### src/rtl/muldiv_pkg.sv
// muldiv_pkg: shared definitions for the iterative RV64M multiply/divide unit.
//   op_e     - RV M-extension funct3 encodings
//   state_e  - unit sequencing states (IDLE / RUN / DONE)
//   is_div() - funct3 selects a divide-type operation (DIV/DIVU/REM/REMU)
//   is_rem() - funct3 selects a remainder operation (REM/REMU)
package muldiv_pkg;

  typedef enum logic [2:0] {
    OP_MUL    = 3'b000,
    OP_MULH   = 3'b001,
    OP_MULHSU = 3'b010,
    OP_MULHU  = 3'b011,
    OP_DIV    = 3'b100,
    OP_DIVU   = 3'b101,
    OP_REM    = 3'b110,
    OP_REMU   = 3'b111
  } op_e;

  typedef enum logic [1:0] {
    ST_IDLE = 2'd0,
    ST_RUN  = 2'd1,
    ST_DONE = 2'd2
  } state_e;

  function automatic logic is_div(input logic [2:0] op);
    return op[2];
  endfunction

  function automatic logic is_rem(input logic [2:0] op);
    return op[2] & op[1];
  endfunction

endpackage

### src/rtl/muldiv_if.sv
// muldiv_if: issue / write-back bundle between decode+regfile and muldiv_unit.
//   start, flush, op, rs1_data, rs2_data, rd_in : issuer -> unit
//   busy, done, rd_out, result                  : unit -> issuer / regfile write port
// Modports: master (issuer side), slave (execution unit side).
interface muldiv_if #(
  parameter int W = 64
);
  logic         start;
  logic         flush;
  logic [2:0]   op;
  logic [W-1:0] rs1_data;
  logic [W-1:0] rs2_data;
  logic [4:0]   rd_in;
  logic         busy;
  logic         done;
  logic [4:0]   rd_out;
  logic [W-1:0] result;

  modport master (
    output start, flush, op, rs1_data, rs2_data, rd_in,
    input  busy, done, rd_out, result
  );

  modport slave (
    input  start, flush, op, rs1_data, rs2_data, rd_in,
    output busy, done, rd_out, result
  );
endinterface

### src/rtl/muldiv_sign_fix.sv
// muldiv_sign_fix: combinational conditional two's-complement negation.
// Used both to take absolute values of operands and to restore the sign
// of the final product / quotient / remainder.
//   val_i [N] : input value
//   neg_i     : 1 = negate, 0 = pass through
//   val_o [N] : result
module muldiv_sign_fix #(
  parameter int N = 64
) (
  input  logic [N-1:0] val_i,
  input  logic         neg_i,
  output logic [N-1:0] val_o
);
  assign val_o = neg_i ? -val_i : val_i;
endmodule

### src/rtl/muldiv_unit.sv
// muldiv_unit: iterative RV64M multiply/divide execution unit.
// One shift-add (multiply) or restoring-divide step per cycle over W cycles,
// then a single-cycle write-back pulse (done/rd_out/result).
// Ports:
//   clk   : clock, rising edge
//   reset : asynchronous active-high reset
//   bus   : muldiv_if.slave (start/flush/op/rs1_data/rs2_data/rd_in in,
//           busy/done/rd_out/result out)
// Build option: MULDIV_SIGNED_EN enables signed MULH/MULHSU/DIV/REM and the
// signed-overflow fast path; without it those encodings run unsigned.
module muldiv_unit
  import muldiv_pkg::*;
#(
  parameter int REG_WIDTH = 64
) (
  input  logic     clk,
  input  logic     reset,
  muldiv_if.slave  bus
);
  localparam int W  = REG_WIDTH;
  localparam int CW = $clog2(W);

  localparam logic [1:0] IDLE = 2'(ST_IDLE);
  localparam logic [1:0] RUN  = 2'(ST_RUN);
  localparam logic [1:0] DONE = 2'(ST_DONE);

  logic [1:0]     state_q, state_d;
  logic [CW-1:0]  cnt_q, cnt_d;
  logic [2:0]     op_q, op_d;
  logic [W-1:0]   opb_q, opb_d;      // multiplicand or divisor (magnitude)
  logic [2*W-1:0] acc_q, acc_d;      // {product hi | remainder, product lo | quotient}
  logic [4:0]     rd_q, rd_d;        // destination held while in RUN
  logic [4:0]     rd_out_q, rd_out_d;
  logic [W-1:0]   result_q, result_d;

  logic           accept, fast, ovf;
  logic [W-1:0]   abs_a, abs_b, fast_res, res_sel;
  logic [W:0]     mul_sum, div_shift;
  logic [W-1:0]   div_diff;
  logic           div_ge;
  logic [2*W-1:0] acc_step, fin_raw, fin_fix;

  assign accept = (state_q != RUN) && bus.start && !bus.flush;

  // One iteration. Multiply: add multiplicand into the upper half when the
  // current multiplier bit (acc LSB) is set, then shift right. Divide: shift
  // the next dividend bit into the partial remainder and subtract if it fits.
  assign mul_sum   = {1'b0, acc_q[2*W-1:W]} + (acc_q[0] ? {1'b0, opb_q} : '0);
  assign div_shift = {acc_q[2*W-1:W], acc_q[W-1]};
  assign div_ge    = div_shift >= {1'b0, opb_q};
  // The difference is below 2^W whenever it is used, so W bits suffice.
  assign div_diff  = div_shift[W-1:0] - opb_q;
  assign acc_step  = is_div(op_q)
                   ? {(div_ge ? div_diff : div_shift[W-1:0]), acc_q[W-2:0], div_ge}
                   : {mul_sum, acc_q[W-1:1]};

  // Divide results are zero-extended so one 2W-bit negation serves all ops.
  assign fin_raw = is_div(op_q)
                 ? {{W{1'b0}}, (is_rem(op_q) ? acc_step[2*W-1:W] : acc_step[W-1:0])}
                 : acc_step;
  assign res_sel = (op_q == OP_MUL || is_div(op_q)) ? fin_fix[W-1:0] : fin_fix[2*W-1:W];

`ifdef MULDIV_SIGNED_EN
  logic sgn_a, sgn_b, neg_in;
  logic neg_q, neg_d;

  assign sgn_a  = bus.rs1_data[W-1] &&
                  (bus.op == OP_MULH || bus.op == OP_MULHSU || bus.op == OP_DIV || bus.op == OP_REM);
  assign sgn_b  = bus.rs2_data[W-1] &&
                  (bus.op == OP_MULH || bus.op == OP_DIV || bus.op == OP_REM);
  // Remainder follows the dividend; product and quotient follow sign XOR.
  assign neg_in = is_rem(bus.op) ? sgn_a : (sgn_a ^ sgn_b);
  assign ovf    = (bus.op == OP_DIV || bus.op == OP_REM) &&
                  (bus.rs1_data == {1'b1, {(W-1){1'b0}}}) && (&bus.rs2_data);

  muldiv_sign_fix #(.N(W))   u_abs_a (.val_i(bus.rs1_data), .neg_i(sgn_a), .val_o(abs_a));
  muldiv_sign_fix #(.N(W))   u_abs_b (.val_i(bus.rs2_data), .neg_i(sgn_b), .val_o(abs_b));
  muldiv_sign_fix #(.N(2*W)) u_res   (.val_i(fin_raw),      .neg_i(neg_q), .val_o(fin_fix));

  assign neg_d = accept ? neg_in : neg_q;

  always_ff @(posedge clk or posedge reset) begin
    if (reset) neg_q <= 1'b0;
    else       neg_q <= neg_d;
  end
`else
  assign abs_a   = bus.rs1_data;
  assign abs_b   = bus.rs2_data;
  assign ovf     = 1'b0;
  assign fin_fix = fin_raw;
`endif

  // Zero divisor / signed overflow bypass the iteration entirely.
  assign fast     = is_div(bus.op) && ((bus.rs2_data == '0) || ovf);
  assign fast_res = ovf ? (is_rem(bus.op) ? '0 : bus.rs1_data)
                        : (is_rem(bus.op) ? bus.rs1_data : '1);

  always_comb begin
    state_d  = state_q;
    cnt_d    = cnt_q;
    op_d     = op_q;
    opb_d    = opb_q;
    acc_d    = acc_q;
    rd_d     = rd_q;
    rd_out_d = rd_out_q;
    result_d = result_q;
    case (state_q)
      RUN: begin
        if (bus.flush) begin
          state_d = IDLE;
        end else begin
          acc_d = acc_step;
          if (cnt_q == '0) begin
            state_d  = DONE;
            result_d = res_sel;
            rd_out_d = rd_q;
          end else begin
            cnt_d = cnt_q - 1'b1;
          end
        end
      end
      default: begin  // IDLE or DONE: both accept a new operation
        state_d = IDLE;
        if (accept) begin
          if (fast) begin
            state_d  = DONE;
            result_d = fast_res;
            rd_out_d = bus.rd_in;
          end else begin
            state_d = RUN;
            cnt_d   = CW'(W - 1);
            op_d    = bus.op;
            opb_d   = abs_b;
            acc_d   = {{W{1'b0}}, abs_a};
            rd_d    = bus.rd_in;
          end
        end
      end
    endcase
  end

  always_ff @(posedge clk or posedge reset) begin
    if (reset) begin
      state_q  <= IDLE;
      cnt_q    <= '0;
      op_q     <= '0;
      opb_q    <= '0;
      acc_q    <= '0;
      rd_q     <= '0;
      rd_out_q <= '0;
      result_q <= '0;
    end else begin
      state_q  <= state_d;
      cnt_q    <= cnt_d;
      op_q     <= op_d;
      opb_q    <= opb_d;
      acc_q    <= acc_d;
      rd_q     <= rd_d;
      rd_out_q <= rd_out_d;
      result_q <= result_d;
    end
  end

  assign bus.busy   = (state_q == RUN);
  assign bus.done   = (state_q == DONE);
  assign bus.rd_out = rd_out_q;
  assign bus.result = result_q;

endmodule

### src/flat_wrapper.sv
// flat-port wrapper written by rule: the top's interface ports become plain ports
module muldiv_unit_flat import muldiv_pkg::*;
#(
  parameter int REG_WIDTH = 64
)
  (clk, reset, bus_start, bus_flush, bus_op, bus_rs1_data, bus_rs2_data, bus_rd_in, bus_busy, bus_done, bus_rd_out, bus_result);
  muldiv_if #(.W((64))) bus_i ();
  input  logic clk;
  input  logic reset;
  input wire logic [$bits(bus_i.start)-1:0] bus_start;
  input wire logic [$bits(bus_i.flush)-1:0] bus_flush;
  input wire logic [$bits(bus_i.op)-1:0] bus_op;
  input wire logic [$bits(bus_i.rs1_data)-1:0] bus_rs1_data;
  input wire logic [$bits(bus_i.rs2_data)-1:0] bus_rs2_data;
  input wire logic [$bits(bus_i.rd_in)-1:0] bus_rd_in;
  output wire logic [$bits(bus_i.busy)-1:0] bus_busy;
  output wire logic [$bits(bus_i.done)-1:0] bus_done;
  output wire logic [$bits(bus_i.rd_out)-1:0] bus_rd_out;
  output wire logic [$bits(bus_i.result)-1:0] bus_result;
  assign bus_i.start = bus_start;
  assign bus_i.flush = bus_flush;
  assign bus_i.op = bus_op;
  assign bus_i.rs1_data = bus_rs1_data;
  assign bus_i.rs2_data = bus_rs2_data;
  assign bus_i.rd_in = bus_rd_in;
  assign bus_busy = bus_i.busy;
  assign bus_done = bus_i.done;
  assign bus_rd_out = bus_i.rd_out;
  assign bus_result = bus_i.result;
  muldiv_unit #(.REG_WIDTH(REG_WIDTH)) u_core (.clk(clk), .reset(reset), .bus(bus_i));
endmodule
### config.mk
export PLATFORM = sky130hd
export DESIGN_NAME = muldiv_unit_flat
export DESIGN_NICKNAME = d
export VERILOG_FILES = /design/src/rtl/muldiv_pkg.sv /design/src/rtl/muldiv_if.sv /design/src/rtl/muldiv_sign_fix.sv /design/src/rtl/muldiv_unit.sv /design/src/flat_wrapper.sv
export SDC_FILE = /design/constraint.sdc
export NUM_CORES = 1
export LEC_CHECK = 0
export ABC_AREA = 0
export BUFFER_PORTS_ARGS = -buffer_cell sky130_fd_sc_hd__buf_2
export CORE_MARGIN = 2
export CORE_UTILIZATION = 42
export DETAILED_ROUTE_END_ITERATION = 10
export GPL_TIMING_DRIVEN = 0
export HOLD_SLACK_MARGIN = 0.05
export PLACE_DENSITY = 0.71
export SKIP_CTS_REPAIR_TIMING = 1
export SLEW_MARGIN = 10
export SYNTH_ARGS = -nofsm -noshare
export SYNTH_HDL_FRONTEND = slang
export SYNTH_SLANG_ARGS = --single-unit
export TNS_END_PERCENT = 1
### constraint.sdc
create_clock -name clk -period 8.7 [get_ports clk]
set_clock_uncertainty 0.15 [all_clocks]
set_input_delay 0.87 -clock clk [delete_from_list [all_inputs] [get_ports clk]]
set_output_delay 0.87 -clock clk [all_outputs]
set_load 0.01 [all_outputs]
# After elaboration in Yosys (flattened, before gate mapping)
# Index checks and enable logic that the tools add are counted.
dict set report word_totals {
  reg_bits 277
  input_bits 140
  word_cells 69
}
dict set report classes {
  n_lt_le_gt_ge 1
  muxes 31
  n_bitwise 4
  addsub 3
  n_reduce_logical 14
  n_eq_ne 8
}
# operator n
set op_table {}
lappend op_table {{$mux W128} 6}
lappend op_table {{$mux W64} 10}
lappend op_table {{$add A64 B65 Y65} 1}
lappend op_table {{$ge A65 B64 Y1} 1}
lappend op_table {{$logic_not A64 Y1} 1}
lappend op_table {{$sub A64 B64 Y64} 1}
lappend op_table {{$mux W6} 5}
lappend op_table {{$mux W5} 5}
lappend op_table {{$mux W2} 5}
lappend op_table {{$reduce_and A4 Y1} 2}
lappend op_table {{$logic_not A6 Y1} 1}
lappend op_table {{$ne A2 B2 Y1 const B} 3}
lappend op_table {{$reduce_and A3 Y1} 2}
lappend op_table {{$sub A6 B1 Y6 const B} 1}
lappend op_table {{$ne A2 B1 Y1 const B} 2}
lappend op_table {{$reduce_bool A2 Y1} 2}
lappend op_table {{$logic_and A1 B1 Y1} 3}
lappend op_table {{$logic_not A3 Y1} 1}
lappend op_table {{$ne A3 B2 Y1 const B} 1}
lappend op_table {{$and A1 B1 Y1} 2}
lappend op_table {{$eq A2 B1 Y1 const B} 1}
lappend op_table {{$eq A2 B2 Y1 const B} 1}
lappend op_table {{$not A1 Y1} 2}
lappend op_table {{$logic_not A1 Y1} 1}
lappend op_table {{$logic_or A1 B1 Y1} 1}

# Longest topological paths before layout
dict set report logic_depth {
  depth_word 9
  mapped_depth 18
  mapped_depth_nobuf 16
}

# Least setup slack after synthesis
# OpenSTA, ideal clock, no wires.
dict set report synth_path {
  path_type {reg-to-reg}
  startpoint {register u_core.acc_q[0]}
  endpoint {register u_core.result_q[60] (netlist: u_core.bus.result[60])}
  path_buffers 3
  setup_slack_ps 4735
  synth_period_minus_slack_ps 3965
  arrival_time_ps 3679
  path_stages_with_launch 18
  required_time_ps 8414
  path_cell_list {dfrtp_1 clkbuf_1 clkbuf_1 and2_1 ha_1 clkbuf_1 a21o_1 a31oi_1 o22ai_1 or4_1 o22ai_1 o21ai_1 a211oi_1 nor2_1 a221oi_1 xnor2_1 o221ai_1 o21ai_0}
}
dict set report synth_via {
  elab_chain_cells 9
}
# element line
set synth_rtl {}
lappend synth_rtl {{from (decl)} muldiv_unit.sv:31} ;# logic [2*W-1:0] acc_q, acc_d;
lappend synth_rtl {{from (signal assigned)} muldiv_unit.sv:148} ;# acc_q <= '0;
lappend synth_rtl {{from (signal assigned)} muldiv_unit.sv:157} ;# acc_q <= acc_d;
lappend synth_rtl {{$mux W64 (*)} muldiv_unit.sv:48} ;# assign mul_sum = {1'b0, acc_q[2*W-1:W]} + (acc_q[0] ? {1'b0, opb_q} : '0);
lappend synth_rtl {{$add A64 B65 Y65 (*)} muldiv_unit.sv:48}
lappend synth_rtl {{$mux W128 (*)} muldiv_unit.sv:54} ;# ? {(div_ge ? div_diff : div_shift[W-1:0]), acc_q[W-2:0], div_ge}
lappend synth_rtl {{$mux W64} muldiv_unit.sv:59} ;# ? {{W{1'b0}}, (is_rem(op_q) ? acc_step[2*W-1:W] : acc_step[W-1:0])}
lappend synth_rtl {{$mux W128 (*)} muldiv_unit.sv:59}
lappend synth_rtl {{$mux W64 (*)} muldiv_unit.sv:61} ;# assign res_sel = (op_q == OP_MUL || is_div(op_q)) ? fin_fix[W-1:0] : fin_fix[2*W-1:W];
lappend synth_rtl {{$mux W64 (*)} muldiv_unit.sv:113} ;# if (cnt_q == '0) begin
lappend synth_rtl {{$mux W64 (*)} muldiv_unit.sv:109} ;# if (bus.flush) begin
lappend synth_rtl {{$mux W64 (*)} muldiv_unit.sv:107} ;# case (state_q)
lappend synth_rtl {{to (signal assigned)} muldiv_unit.sv:160} ;# result_q <= result_d;
lappend synth_rtl {{to (decl)} muldiv_unit.sv:34} ;# logic [W-1:0] result_q, result_d;
# Mark *: on every way between the ends. The rest lies on a longest branch, timed or not. The select of a mux whose other input is x is not followed.
# A chain may end at the register's enable or synchronous reset.

# Worst setup path after layout
dict set report layout_path {
  startpoint {register u_core.acc_q[0]}
  endpoint {register u_core.result_q[49] (netlist: u_core.bus.result[49])}
}
# The elaborated chain is that of the path after synthesis.

==> flow_summary_export.csv <==
group,metric,value,unit
yosys,synthCells,2929,
power_and_ir_drop,vdd_drop_max,146,uV
placement,port_buffers,209,
floorplan,die_area,55200,um2
yosys,avgSynthCellArea,7.65,um2
yosys,synthArstFlopShare,100,%
grt,grt_pass1_vias,23200,
sta,fin_crit_sh,71.8,%
yosys,synth_nets,3201,
power_and_ir_drop,combPwrFrac,63.2,%
grt,grt_max_degree,106,
layout,finalCoreUtilization,48.5,%
critical_path,start_kind,"register",
layout,final_cells,3890,
critical_path,critPathKind,"register to register",
cts,root_buffer,"clkbuf_16",
sta,setup_violations,0,
routing,drt-met1-wl,43200,um
critical_path,worstPathMaxFanout,10,
placement,dpl.cell_count,3830,
floorplan,io_pins,211,
sta,clock.fmax,0.160,GHz
routing,wl_met2,44400,um
power_and_ir_drop,cellLeakagePower,0.0113,uW
critical_path,crit_arrival,6580,ps
routing,firstDrtPassIters,6,
cts,cts_tree,"built",
power_and_ir_drop,p_int,4790,uW
layout,fin_nets,3452,
layout,drive_above_1_share,9.78,%
run,maxCapViolCount,0,
routing,drt_wl_total,105000,um
routing,routed.top_layer,"met4",
power_and_ir_drop,sw_frac_of_total,54.4,%
placement,placed_area,24400,um2
yosys,ys.flop_type,"dfrtp_1",
floorplan,start_util,42.5,%
layout,num_antenna_cells,0,
floorplan,core_area,52700,um2
layout,syn_to_final_growth,14.1,%
power_and_ir_drop,powerDensity,411,nW/um2
power_and_ir_drop,p_sw,5720,uW
floorplan,rows,84,
grt,grt_pass1_wl,153000,um
yosys,yosys_warnings,0,
power_and_ir_drop,p_clk_share,14.8,%
layout,final_area,25600,um2
hold_path,min_path_type,"input pin to asynchronous set/reset pin",
critical_path,crit_path_end_kind,"register",
power_and_ir_drop,p_total,10500,uW
yosys,synthesis.area,22400,um2
routing,wl_met3,11700,um
sta,rsz0062_at_grt,"no",
yosys,synth.distinct_cells,82,
sta,hold_viol_final,0,
grt,antenna_found_initial,2,
cts,clk_pin_slew_worst_paths,70,ps
grt,grtUsageTotal,36.8,%
placement,place_hpwl,84100,um
routing,num_vias,24600,
cts,clk_latency,600,ps
grt,overflow,0,
routing,avgViaCountPerCell,6.31,
status,status,"finished, final reports clean",
critical_path,r2r_slack,2450,ps
routing,drc,0,
cts,cts_made_buffers,36,
sta,maxSlewHeadroom,8.63,%
sta,drv_slew,0,
yosys,synth_seq_cells,277,
routing,postRouteAntennaNets,0,
sta,tightest_slew,1370,ps
floorplan,die_h,235,um
sta,fin_crit,6250,ps
yosys,synth_edf_count,0,
routing,avgRoutedWirePerCell,26.9,um
yosys,yosysSeqAreaShare,31.0,%
placement,globalplace.congestion,1.04,
cts,cts_htree_levels,2,
cts,clockBufferDepth,3,
routing,initialDrtViolationCount,3307,
floorplan,die_w,235,um
power_and_ir_drop,p_seq_share,22.1,%
cts,cts_num_sinks,277,
critical_path,worstPathRequired,9040,ps
[path summary, 6_finish.rpt]
check,startpoint,to,cells after the start
min in group clk,u_core.bus.result[28],u_core.bus.result[28],2
worst max register to register,u_core.acc_q[0],u_core.bus.result[49],16
worst max-delay path,u_core.acc_q[0],u_core.bus.result[49],16
worst min-delay path,reset,u_core.bus.result[8],2
worst min register to register,u_core.bus.result[28],u_core.bus.result[28],2
max in group asynchronous,reset,u_core.bus.result[59],3
[cell type report]
class,count,area [um2]
Fill cell,5372,27100
Multi-Input combinational cell,2357,14300
Sequential cell,277,6930
Timing Repair Buffer,213,1120
Clock buffer,47,982
Tap cell,688,861
Buffer,193,798
Inverter,102,390
Clock inverter,13,184
[flip-flops by register name (all words and copies together) (netlist names)]
name,flops
u_core.acc_q,128
u_core.bus.rd_out,5
u_core.state_q,2
u_core.op_q,3
u_core.opb_q,64
u_core.rd_q,5
u_core.bus.result,64
u_core.cnt_q,6
[power by group through the flow]
stage | Combinational (uW) | Clock, uW | Sequential, uW
finish | 6640 | 1550 | 2320
global route | 7060 | 1590 | 2340
CTS | 6340 | 1540 | 2280
detailed placement | 6320 | 0 | 2290
global placement | 6290 | 0 | 2290
floorplan | 4110 | 0 | 2130
[logic make-up (layout without fill, tap and decap cells)]
kind of cell | after synthesis | count (layout) | synth area share [%]
AO/OA/AOI/OAI | 977 | 977 | 26.4
XOR/XNOR | 126 | 126 | 4.93
adder cells (fa/ha/maj) | 132 | 132 | 7.44
buffers and inverters | 295 | 568 | 5.27
flip-flops | 277 | 277 | 31.0
multiplexers | 98 | 98 | 4.40
AND/OR/NAND/NOR | 1024 | 1024 | 20.6
[metal layers]
| layer | track usage [%] | vias up |
|---|---|---|
| met5 | 0 | - |
| met4 | 17.1 | 0 |
| met3 | 8.24 | 303 |
| met2 | 55.1 | 1668 |
| met1 | 50.3 | 11600 |
| li1 | - | 11000 |
[cells in the final DEF, fill, tap and decap left out, types with 52 or more instances in the layout]
master	Yosys	final
o21ai_0	355	355
ha_1	130	130
xnor2_1	75	75
mux2i_1	95	95
and2_1	72	72
a21o_1	55	55
dfrtp_1	277	277
buf_2	5	214
nand2_1	466	466
a21oi_1	268	268
inv_1	100	99
nand4_1	52	52
nor2_1	231	231
clkbuf_1	162	169
[critical path, stage by stage, from the launching register on]
cell and delay [ps]:
dfrtp_1 450, clkbuf_1 660, clkbuf_1 510, nand2_1 190, fa_1 470, nand2b_1 190
a21oi_1 310, o21ai_0 260, a21oi_1 210, nor3_1 140, o21ai_0 430, nor4b_1 830
nor2_1 220, o311a_1 420, xnor2_1 350, a21oi_1 190, o32ai_2 150
[cells in the mapped netlist (15+ instances only)]
| master | number | area (um2) |
|---|---|---|
| a211oi_1 | 20 | 150 |
| a21o_1 | 55 | 413 |
| a21oi_1 | 268 | 1340 |
| a221oi_1 | 15 | 131 |
| a31oi_1 | 27 | 169 |
| and2_1 | 72 | 450 |
| buf_1 | 16 | 60.1 |
| clkbuf_1 | 162 | 608 |
| dfrtp_1 | 277 | 6930 |
| ha_1 | 130 | 1630 |
| inv_1 | 100 | 375 |
| mux2i_1 | 95 | 951 |
| nand2_1 | 466 | 1750 |
| nand2b_1 | 17 | 106 |
| nand3_1 | 41 | 205 |
| nand4_1 | 52 | 325 |
| nor2_1 | 231 | 867 |
| nor3_1 | 36 | 180 |
| nor4_1 | 30 | 188 |
| o211ai_1 | 19 | 143 |
| o21a_1 | 16 | 120 |
| o21ai_0 | 355 | 1780 |
| o21ai_1 | 25 | 125 |
| o21bai_1 | 26 | 195 |
| o221ai_1 | 29 | 254 |
| or3_1 | 18 | 113 |
| or4_1 | 19 | 143 |
| xnor2_1 | 75 | 657 |
| xor2_1 | 51 | 447 |
[through the flow]
stage	TNS (ps)	hold slack, ps	setup WS, ps
final	0	240	2450
after global routing	0	296	2330
after CTS	0	277	2590
after detailed placement	0	313	2230
after global placement	-958060	297	-3500
after floorplan	0	296	42.9
Power figures use the tool's default switching activity.
